**config.mk**
```make
export PLATFORM = sky130hd
export DESIGN_NAME = video_frame_monitor
export DESIGN_NICKNAME = d
export VERILOG_FILES = /design/src/rtl/video_mon_pkg.sv /design/src/rtl/video_crc32.sv /design/src/rtl/video_frame_monitor.sv
export SDC_FILE = /design/constraint.sdc
export NUM_CORES = 1
export LEC_CHECK = 0
export BUFFER_PORTS_ARGS = -buffer_cell sky130_fd_sc_hd__buf_2
export CORE_UTILIZATION = 50
export CTS_CLUSTER_SIZE = 10
export DETAILED_ROUTE_END_ITERATION = 10
export GPL_TIMING_DRIVEN = 0
export PLACE_DENSITY_LB_ADDON = 0.3
export REMOVE_ABC_BUFFERS = 1
export SLEW_MARGIN = 20
export SYNTH_ARGS = -nofsm -noshare
export SYNTH_HDL_FRONTEND = slang
export SYNTH_SLANG_ARGS = --single-unit
export TNS_END_PERCENT = 5
```
**constraint.sdc**
```tcl
create_clock -name clk_hdmi_i -period 6.07 [get_ports clk_hdmi_i]
set_clock_uncertainty 0.1 [all_clocks]
set_input_delay 0.607 -clock clk_hdmi_i [delete_from_list [all_inputs] [get_ports clk_hdmi_i]]
set_output_delay 0.607 -clock clk_hdmi_i [all_outputs]
set_load 0.01 [all_outputs]
```
**src/rtl/video_mon_pkg.sv**
```systemverilog
`default_nettype none
// ============================================================================
//  Module   : video_mon_pkg
//  Purpose  : Shared definitions for the video frame monitor. Contents:
//             - CRC-32 constants and the parallel CRC update function
//             - the capture state enum
//             - the fixed-width part of a frame report
//  Ports    : none (package)
//  Revision : 1.0 - initial release
// ============================================================================
package video_mon_pkg;

   localparam logic [31:0] CRC_POLY  = 32'h04C1_1DB7;
   localparam logic [31:0] CRC_INIT  = 32'hFFFF_FFFF;
   // Widest pixel word the CRC helper accepts.
   localparam int          MAX_PIX_W = 64;

   typedef enum logic [0:0] {
      WAIT_SYNC = 1'b0,
      CAPTURE   = 1'b1
   } mon_state_t;

   // Width-independent report fields. The timing counters depend on the
   // module's counter width and are grouped in a struct local to the top.
   typedef struct packed {
      logic [31:0] frame_idx;
      logic [31:0] crc;
      logic        line_len_err;
   } frame_report_t;

   // MSB-first CRC-32 over the low pix_w bits of data: bit pix_w-1 enters
   // first. No reflection and no final XOR.
   function automatic logic [31:0] crc32_upd(input logic [31:0]          crc,
                                             input logic [MAX_PIX_W-1:0] data,
                                             input int                   pix_w);
      logic [31:0] c;
      logic        fb;
      c = crc;
      for (int i = MAX_PIX_W - 1; i >= 0; i--) begin
         if (i < pix_w) begin
            fb = c[31] ^ data[i];
            c  = {c[30:0], 1'b0} ^ (fb ? CRC_POLY : 32'h0000_0000);
         end
      end
      return c;
   endfunction

endpackage
`default_nettype wire

```
**src/rtl/video_crc32.sv**
```systemverilog
`default_nettype none
// ============================================================================
//  Module   : video_crc32
//  Purpose  : CRC-32 register consuming one PixW-bit word per enabled clock.
//  Ports    : clk   - clock
//             rst_n - asynchronous active-low reset (register clears to 0)
//             init  - restart from the CRC seed this cycle
//             en    - fold data into the CRC this cycle (after init, if both)
//             data  - PixW-bit word, MSB consumed first
//             crc   - current CRC value
//  Revision : 1.0 - initial release
// ============================================================================
module video_crc32
   import video_mon_pkg::*;
#(
   parameter int PixW = 24
) (
   input  logic            clk,
   input  logic            rst_n,
   input  logic            init,
   input  logic            en,
   input  logic [PixW-1:0] data,
   output logic [31:0]     crc
);

   logic [31:0]          crc_q;
   logic [31:0]          seed;
   logic [31:0]          crc_d;
   logic [MAX_PIX_W-1:0] data_ext;

   always_comb begin
      data_ext            = '0;
      data_ext[PixW-1:0]  = data;
   end

   // init and en together start a fresh CRC that already includes this word.
   always_comb begin
      seed  = init ? CRC_INIT : crc_q;
      crc_d = en ? crc32_upd(seed, data_ext, PixW) : seed;
   end

   always_ff @(posedge clk or negedge rst_n) begin
      if (!rst_n) begin
         crc_q <= '0;
      end else if (init || en) begin
         crc_q <= crc_d;
      end
   end

   assign crc = crc_q;

endmodule
`default_nettype wire

```
**src/rtl/video_frame_monitor.sv**
```systemverilog
`default_nettype none
// ============================================================================
//  Module   : video_frame_monitor
//  Purpose  : Per-frame timing measurement and active-pixel CRC-32 for a
//             DE/HS/VS parallel video stream. Each completed frame is
//             offered on a valid/ready report port.
//  Ports    : clk_hdmi_i / rst_hdmi_ni  - pixel clock, async active-low reset
//             clear_i                   - synchronous soft clear
//             vs_pol_i, hs_pol_i        - sync polarity (1 = active-high)
//             de_i, hs_i, vs_i, pixel_i - video input (channel 0 in LSBs)
//             report_valid_o / report_ready_i - report handshake
//             frame_idx_o, h_total_o, h_active_o, v_total_o, v_active_o,
//             crc_o, line_len_err_o     - report fields
//             drop_cnt_o                - saturating count of dropped reports
//  Revision : 1.0 - initial release
// ============================================================================
module video_frame_monitor
   import video_mon_pkg::*;
#(
   parameter int ChannelWidth = 8,
   parameter int NumChannels  = 3,
   parameter int CntWidth     = 12,
   parameter int DropCntWidth = 8
) (
   input  logic                                clk_hdmi_i,
   input  logic                                rst_hdmi_ni,
   input  logic                                clear_i,
   input  logic                                vs_pol_i,
   input  logic                                hs_pol_i,
   input  logic                                de_i,
   input  logic                                hs_i,
   input  logic                                vs_i,
   input  logic [NumChannels*ChannelWidth-1:0] pixel_i,
   output logic                                report_valid_o,
   input  logic                                report_ready_i,
   output logic [31:0]                         frame_idx_o,
   output logic [CntWidth-1:0]                 h_total_o,
   output logic [CntWidth-1:0]                 h_active_o,
   output logic [CntWidth-1:0]                 v_total_o,
   output logic [CntWidth-1:0]                 v_active_o,
   output logic [31:0]                         crc_o,
   output logic                                line_len_err_o,
   output logic [DropCntWidth-1:0]             drop_cnt_o
);

   localparam int PixW = NumChannels * ChannelWidth;

   typedef struct packed {
      logic [CntWidth-1:0] h_total;
      logic [CntWidth-1:0] h_active;
      logic [CntWidth-1:0] v_total;
      logic [CntWidth-1:0] v_active;
   } timing_t;

   function automatic logic [CntWidth-1:0] sat_inc(input logic [CntWidth-1:0] v);
      return (&v) ? v : v + CntWidth'(1);
   endfunction

   // ------------------------------------------------------------------
   // Event detection against the previous cycle (syncs normalised so
   // that 1 always means "pulse active")
   // ------------------------------------------------------------------
   logic vs_act, hs_act;
   logic vs_q, hs_q, de_q;
   logic frame_edge, line_edge, run_start, run_end;

   assign vs_act = ~(vs_i ^ vs_pol_i);
   assign hs_act = ~(hs_i ^ hs_pol_i);

   always_ff @(posedge clk_hdmi_i or negedge rst_hdmi_ni) begin
      if (!rst_hdmi_ni) begin
         vs_q <= 1'b0;
         hs_q <= 1'b0;
         de_q <= 1'b0;
      end else begin
         vs_q <= vs_act;
         hs_q <= hs_act;
         de_q <= de_i;
      end
   end

   assign frame_edge = vs_q & ~vs_act;
   assign line_edge  = hs_q & ~hs_act;
   assign run_start  = de_i & ~de_q;
   assign run_end    = de_q & ~de_i;

   // ------------------------------------------------------------------
   // Capture FSM and report load/drop decision
   // ------------------------------------------------------------------
   mon_state_t state_q, state_d;
   logic       valid_q;
   logic       close_frame, load_rpt, drop_rpt;

   always_ff @(posedge clk_hdmi_i or negedge rst_hdmi_ni) begin
      if (!rst_hdmi_ni) begin
         state_q <= WAIT_SYNC;
      end else begin
         state_q <= state_d;
      end
   end

   always_comb begin
      state_d     = state_q;
      close_frame = 1'b0;
      load_rpt    = 1'b0;
      drop_rpt    = 1'b0;
      if (clear_i) begin
         state_d = WAIT_SYNC;
      end else if (frame_edge) begin
         state_d = CAPTURE;
         // The edge seen in WAIT_SYNC only arms capture; the partial frame
         // before it is never reported.
         if (state_q == CAPTURE) begin
            close_frame = 1'b1;
            if (!valid_q || report_ready_i) begin
               load_rpt = 1'b1;
            end else begin
               drop_rpt = 1'b1;
            end
         end
      end
   end

   // ------------------------------------------------------------------
   // Frame accumulators
   // ------------------------------------------------------------------
   logic [CntWidth-1:0] hcnt, vcnt, runlen, h_total, h_active, v_active;
   logic                have_first, err;

   // Closing-frame view: register contents plus any line edge or run end
   // detected this cycle, since those complete activity from last cycle.
   logic [CntWidth-1:0] cl_h_total, cl_v_total, cl_h_active;
   logic                cl_err, cl_have_first;

   always_comb begin
      cl_h_total    = line_edge ? sat_inc(hcnt) : h_total;
      cl_v_total    = line_edge ? sat_inc(vcnt) : vcnt;
      cl_h_active   = h_active;
      cl_err        = err;
      cl_have_first = have_first | run_end;
      if (run_end) begin
         if (!have_first) begin
            cl_h_active = runlen;
         end else if (runlen != h_active) begin
            cl_err = 1'b1;
         end
      end
   end

   always_ff @(posedge clk_hdmi_i or negedge rst_hdmi_ni) begin
      if (!rst_hdmi_ni) begin
         hcnt       <= '0;
         vcnt       <= '0;
         runlen     <= '0;
         h_total    <= '0;
         h_active   <= '0;
         v_active   <= '0;
         have_first <= 1'b0;
         err        <= 1'b0;
      end else if (clear_i) begin
         hcnt       <= '0;
         vcnt       <= '0;
         runlen     <= '0;
         h_total    <= '0;
         h_active   <= '0;
         v_active   <= '0;
         have_first <= 1'b0;
         err        <= 1'b0;
      end else if (frame_edge) begin
         // DE sampled on the edge cycle already belongs to the new frame.
         hcnt       <= '0;
         vcnt       <= '0;
         h_total    <= '0;
         h_active   <= '0;
         have_first <= 1'b0;
         err        <= 1'b0;
         runlen     <= de_i ? CntWidth'(1) : '0;
         v_active   <= run_start ? CntWidth'(1) : '0;
      end else begin
         // hcnt counts cycles after the line edge, so period = hcnt + 1.
         hcnt       <= line_edge ? '0 : sat_inc(hcnt);
         vcnt       <= cl_v_total;
         h_total    <= cl_h_total;
         h_active   <= cl_h_active;
         have_first <= cl_have_first;
         err        <= cl_err;
         if (de_i) begin
            runlen <= run_start ? CntWidth'(1) : sat_inc(runlen);
         end
         if (run_start) begin
            v_active <= sat_inc(v_active);
         end
      end
   end

   // CRC restarts on the edge cycle and takes that cycle's pixel if DE is high.
   logic [31:0] crc_cur;

   video_crc32 #(
      .PixW (PixW)
   ) u_crc (
      .clk   (clk_hdmi_i),
      .rst_n (rst_hdmi_ni),
      .init  (clear_i | frame_edge),
      .en    (de_i & ~clear_i),
      .data  (pixel_i),
      .crc   (crc_cur)
   );

   // ------------------------------------------------------------------
   // Report register, frame index and drop counter
   // ------------------------------------------------------------------
   frame_report_t           rpt_q;
   timing_t                 tim_q;
   logic [31:0]             idx_cnt;
   logic [DropCntWidth-1:0] drop_q;

   always_ff @(posedge clk_hdmi_i or negedge rst_hdmi_ni) begin
      if (!rst_hdmi_ni) begin
         valid_q <= 1'b0;
         rpt_q   <= '0;
         tim_q   <= '0;
         idx_cnt <= '0;
         drop_q  <= '0;
      end else if (clear_i) begin
         // Drop statistics survive a soft clear.
         valid_q <= 1'b0;
         idx_cnt <= '0;
      end else begin
         if (load_rpt) begin
            valid_q <= 1'b1;
            rpt_q   <= '{frame_idx: idx_cnt, crc: crc_cur, line_len_err: cl_err};
            tim_q   <= '{h_total:  cl_h_total,
                         h_active: cl_h_active,
                         v_total:  cl_v_total,
                         v_active: v_active};
         end else if (valid_q && report_ready_i) begin
            valid_q <= 1'b0;
         end
         if (close_frame && !(&idx_cnt)) begin
            idx_cnt <= idx_cnt + 32'd1;
         end
         if (drop_rpt && !(&drop_q)) begin
            drop_q <= drop_q + DropCntWidth'(1);
         end
      end
   end

   assign report_valid_o = valid_q;
   assign frame_idx_o    = rpt_q.frame_idx;
   assign crc_o          = rpt_q.crc;
   assign line_len_err_o = rpt_q.line_len_err;
   assign h_total_o      = tim_q.h_total;
   assign h_active_o     = tim_q.h_active;
   assign v_total_o      = tim_q.v_total;
   assign v_active_o     = tim_q.v_active;
   assign drop_cnt_o     = drop_q;

endmodule
`default_nettype wire

```
==> qor.csv <==
metric;value;unit
design_area;15300;um^2
clkSlewWorstSetupHoldPaths;0.05;ns
p_sw_share;39.8;%
synth.most_common_cell;nand2_1;
grt_usage;22.7;%
relSlewSlack;43.2;%
start_util;50.8;%
maxCapViolCount;0;
grt_pass1_wl;48.8;mm
hold_slack;0.132;ns
fp.dieW;165;um
clock_path_buffers;3;
syn2layout_area_growth;15.5;%
clock_latency;0.56;ns
h-tree-depth;1;
netlist_area;13200;um^2
synth_area_leaders;dfrtp_1 50%, xnor2_1 9.4%, nand2_1 8.4%;
register_area;6610;um^2
drt_wl_total;30.0;mm
grt_pass1_vias;9370;
whs_endpoint;de_q$_DFF_PN0_;
multiInputGateArea;6410;um^2
ctsResizeCount;0;
place.gp.congestion;0.888;
hp-class;input port to flip-flop;
cp_max_fo;26;
core_area;26100;um^2
drv_slew;0;
rsz0062_at_grt;false;
cts_hold_buf;1;
cts_tree;built;
hold_start;de_i;
avgSynthCellArea;9.89;um^2
place_area;14400;um^2
async_flop_share;100;%
grt_max_degree;97;
core.rowCount;59;
root_buffer;clkbuf_16;
drive_gt1_share;15.3;%
finalNetCount;1511;
worst_slew_pin_slew;0.846;ns
end_kind;flip-flop;
vias_per_cell;5.25;
yosys.area.top_type_share;49.9;%
p_per_area;636;nW/um^2
routedWlPerCell;16.5;um
die_y;165;um
post-route-min-period;4.84;ns
dieArea;27100;um^2
nFillCells;2290;
pwr-share-comb;60.7;%
p_seq_share;22.0;%
critPathLaunchType;flip-flop;
syn_inst;1340;
ys_ff_latch;264;
switchingPower;0.00387;W
dp_cells;1773;
numPortBuffers;154;
whs_path_depth;1;
cts_setup_buffers;0;
fin_setup_tns;0;ns
outcome;complete, no violations;
numCtsBuffers;31;
vias;9540;
drtAntennaViolNets;0;
stdcell_count;1817;
synthTopCellsByCount;297 x nand2_1, 264 x dfrtp_1, 154 x nor2_1;
clock.fmax;207;MHz
ys.flop_type;dfrtp_1;
grt_overflow;0;
ff2ff_path_depth;9;
yosysTopAreaCell;dfrtp_1;
ios;155;
ys_seq_area_share;49.9;%
fin_util;58.7;%
p_clk_share;17.3;%
r2r-start;vs_q$_DFF_PN0_;
drt_iter0_drc;493;
cts_sinks;264;
timing.rr.end;u_crc.crc[10]$_DFFE_PN0P_;
post-dp-hpwl;20.5;mm
dr.pass1.iters;4;
synth_edf_count;0;
p_leak;7.35;nW
hold_violations;0;
arrival;5.14;ns
route.detailed.drc;0;
yosysWarnings;0;
period_share;79.7;%
rrSetupSlack;1.23;ns
vdd_drop_max;0.722;mV
ys_types;42;
required;6.37;ns
setup_viol;0;
antenna_found_initial;3;
crit_type;flip-flop to flip-flop;
intPower;0.00586;W
logic make-up after synthesis:
kind of cell               after synthesis  synth area share [%]
AOI/OAI and AO/OA                      131                  5.77
xor gates and xnor gates               280                  22.1
adders and majority gates                6                 0.567
buffers and inverters                   71                  2.04
DFF                                    264                  49.9
muxes                                   21                  1.62
and+or+nand+nor                        567                  18.1
worst max-delay path by stage:
stage / startpoint / slack, ns / end / cells after the start
3_5_place_dp: vs_pol_i / 0.86 / u_crc.crc[10]$_DFFE_PN0P_ / 12
4_1_cts: vs_q$_DFF_PN0_ / 0.92 / u_crc.crc[10]$_DFFE_PN0P_ / 9
3_3_place_gp: vs_pol_i / -0.62 / h_total_o[5]$_DFFE_PN0P_ / 6
6_report: vs_q$_DFF_PN0_ / 1.23 / u_crc.crc[10]$_DFFE_PN0P_ / 9
2_1_floorplan: vs_pol_i / 1.56 / u_crc.crc[16]$_DFFE_PN0P_ / 10
5_1_grt: vs_q$_DFF_PN0_ / 1.03 / u_crc.crc[10]$_DFFE_PN0P_ / 9
final cells by class:
cell class | count | share of cell area (%)
inverter | 9 | 0.221
timing repair buffer | 161 | 6.17
clock inverter | 4 | 0.556
multi-input combinational | 1005 | 41.9
tap | 335 | 2.74
sequential | 264 | 43.2
antenna | 3 | 0.0491
clock buffer | 36 | 5.19
flip-flops by register name (all words and copies together) (netlist names), 12 cells and up:
name,cells
h_active_o,12
frame_idx_o,32
h_active,12
idx_cnt,32
h_total_o,12
u_crc.crc,32
hcnt,12
vcnt,12
v_active_o,12
crc_o,32
v_total_o,12
v_active,12
runlen,12
h_total,12
metrics by stage:
step / power, W / setup slack [ns]
floorplan: 0.00675 / 1.56
global placement: 0.00796 / -0.621
detailed placement: 0.00801 / 0.862
CTS: 0.00978 / 0.918
global route: 0.0103 / 1.03
finish: 0.00973 / 1.23
layout by cell type (no fill, tap or decap), types with 6 or more instances in the layout:
| cell type | n |
|---|---|
| a21oi_1 | 44 |
| mux2i_1 | 17 |
| xor2_1 | 99 |
| or3_1 | 7 |
| nand4_1 | 20 |
| clkbuf_16 | 31 |
| dfrtp_1 | 263 |
| nor3_1 | 6 |
| and4_1 | 9 |
| buf_2 | 152 |
| o21ai_0 | 51 |
| ha_1 | 6 |
| nor2_1 | 154 |
| xnor3_1 | 20 |
| nand2_1 | 296 |
| nor2b_1 | 7 |
| nand3_1 | 34 |
| xnor2_1 | 142 |
| a211oi_1 | 21 |
| and3_1 | 15 |
| xnor2_2 | 11 |
| inv_1 | 9 |
power by group through the flow:
| stage | registers, W | logic (W) | clock network, W |
|---|---|---|---|
| floorplan | 0.00221 | 0.00454 | 0 |
| global route | 0.00217 | 0.00637 | 0.00180 |
| CTS | 0.00214 | 0.00591 | 0.00172 |
| finish | 0.00214 | 0.00591 | 0.00168 |
| global placement | 0.00216 | 0.00580 | 0 |
| detailed placement | 0.00217 | 0.00585 | 0 |
worst max-delay path: stages (launching register included):
cell      delay (ns)
dfrtp_2         0.78
a211oi_1        0.20
xnor2_1         0.71
xnor3_1         0.60
xor2_1          0.68
xnor2_1         0.24
xnor2_1         0.60
xnor3_1         0.40
xnor2_1         0.25
a21oi_1         0.10
layer usage:
metal / track usage [%] / up-vias / wire length, um
li1: - / 4643 / -
met1: 31.6 / 4659 / 14000
met2: 37.2 / 197 / 14100
met3: 3.54 / 41 / 1400
met4: 5.75 / 0 / 475
met5: 0 / - / 0
No activity file was read; power rests on OpenSTA's default activity.
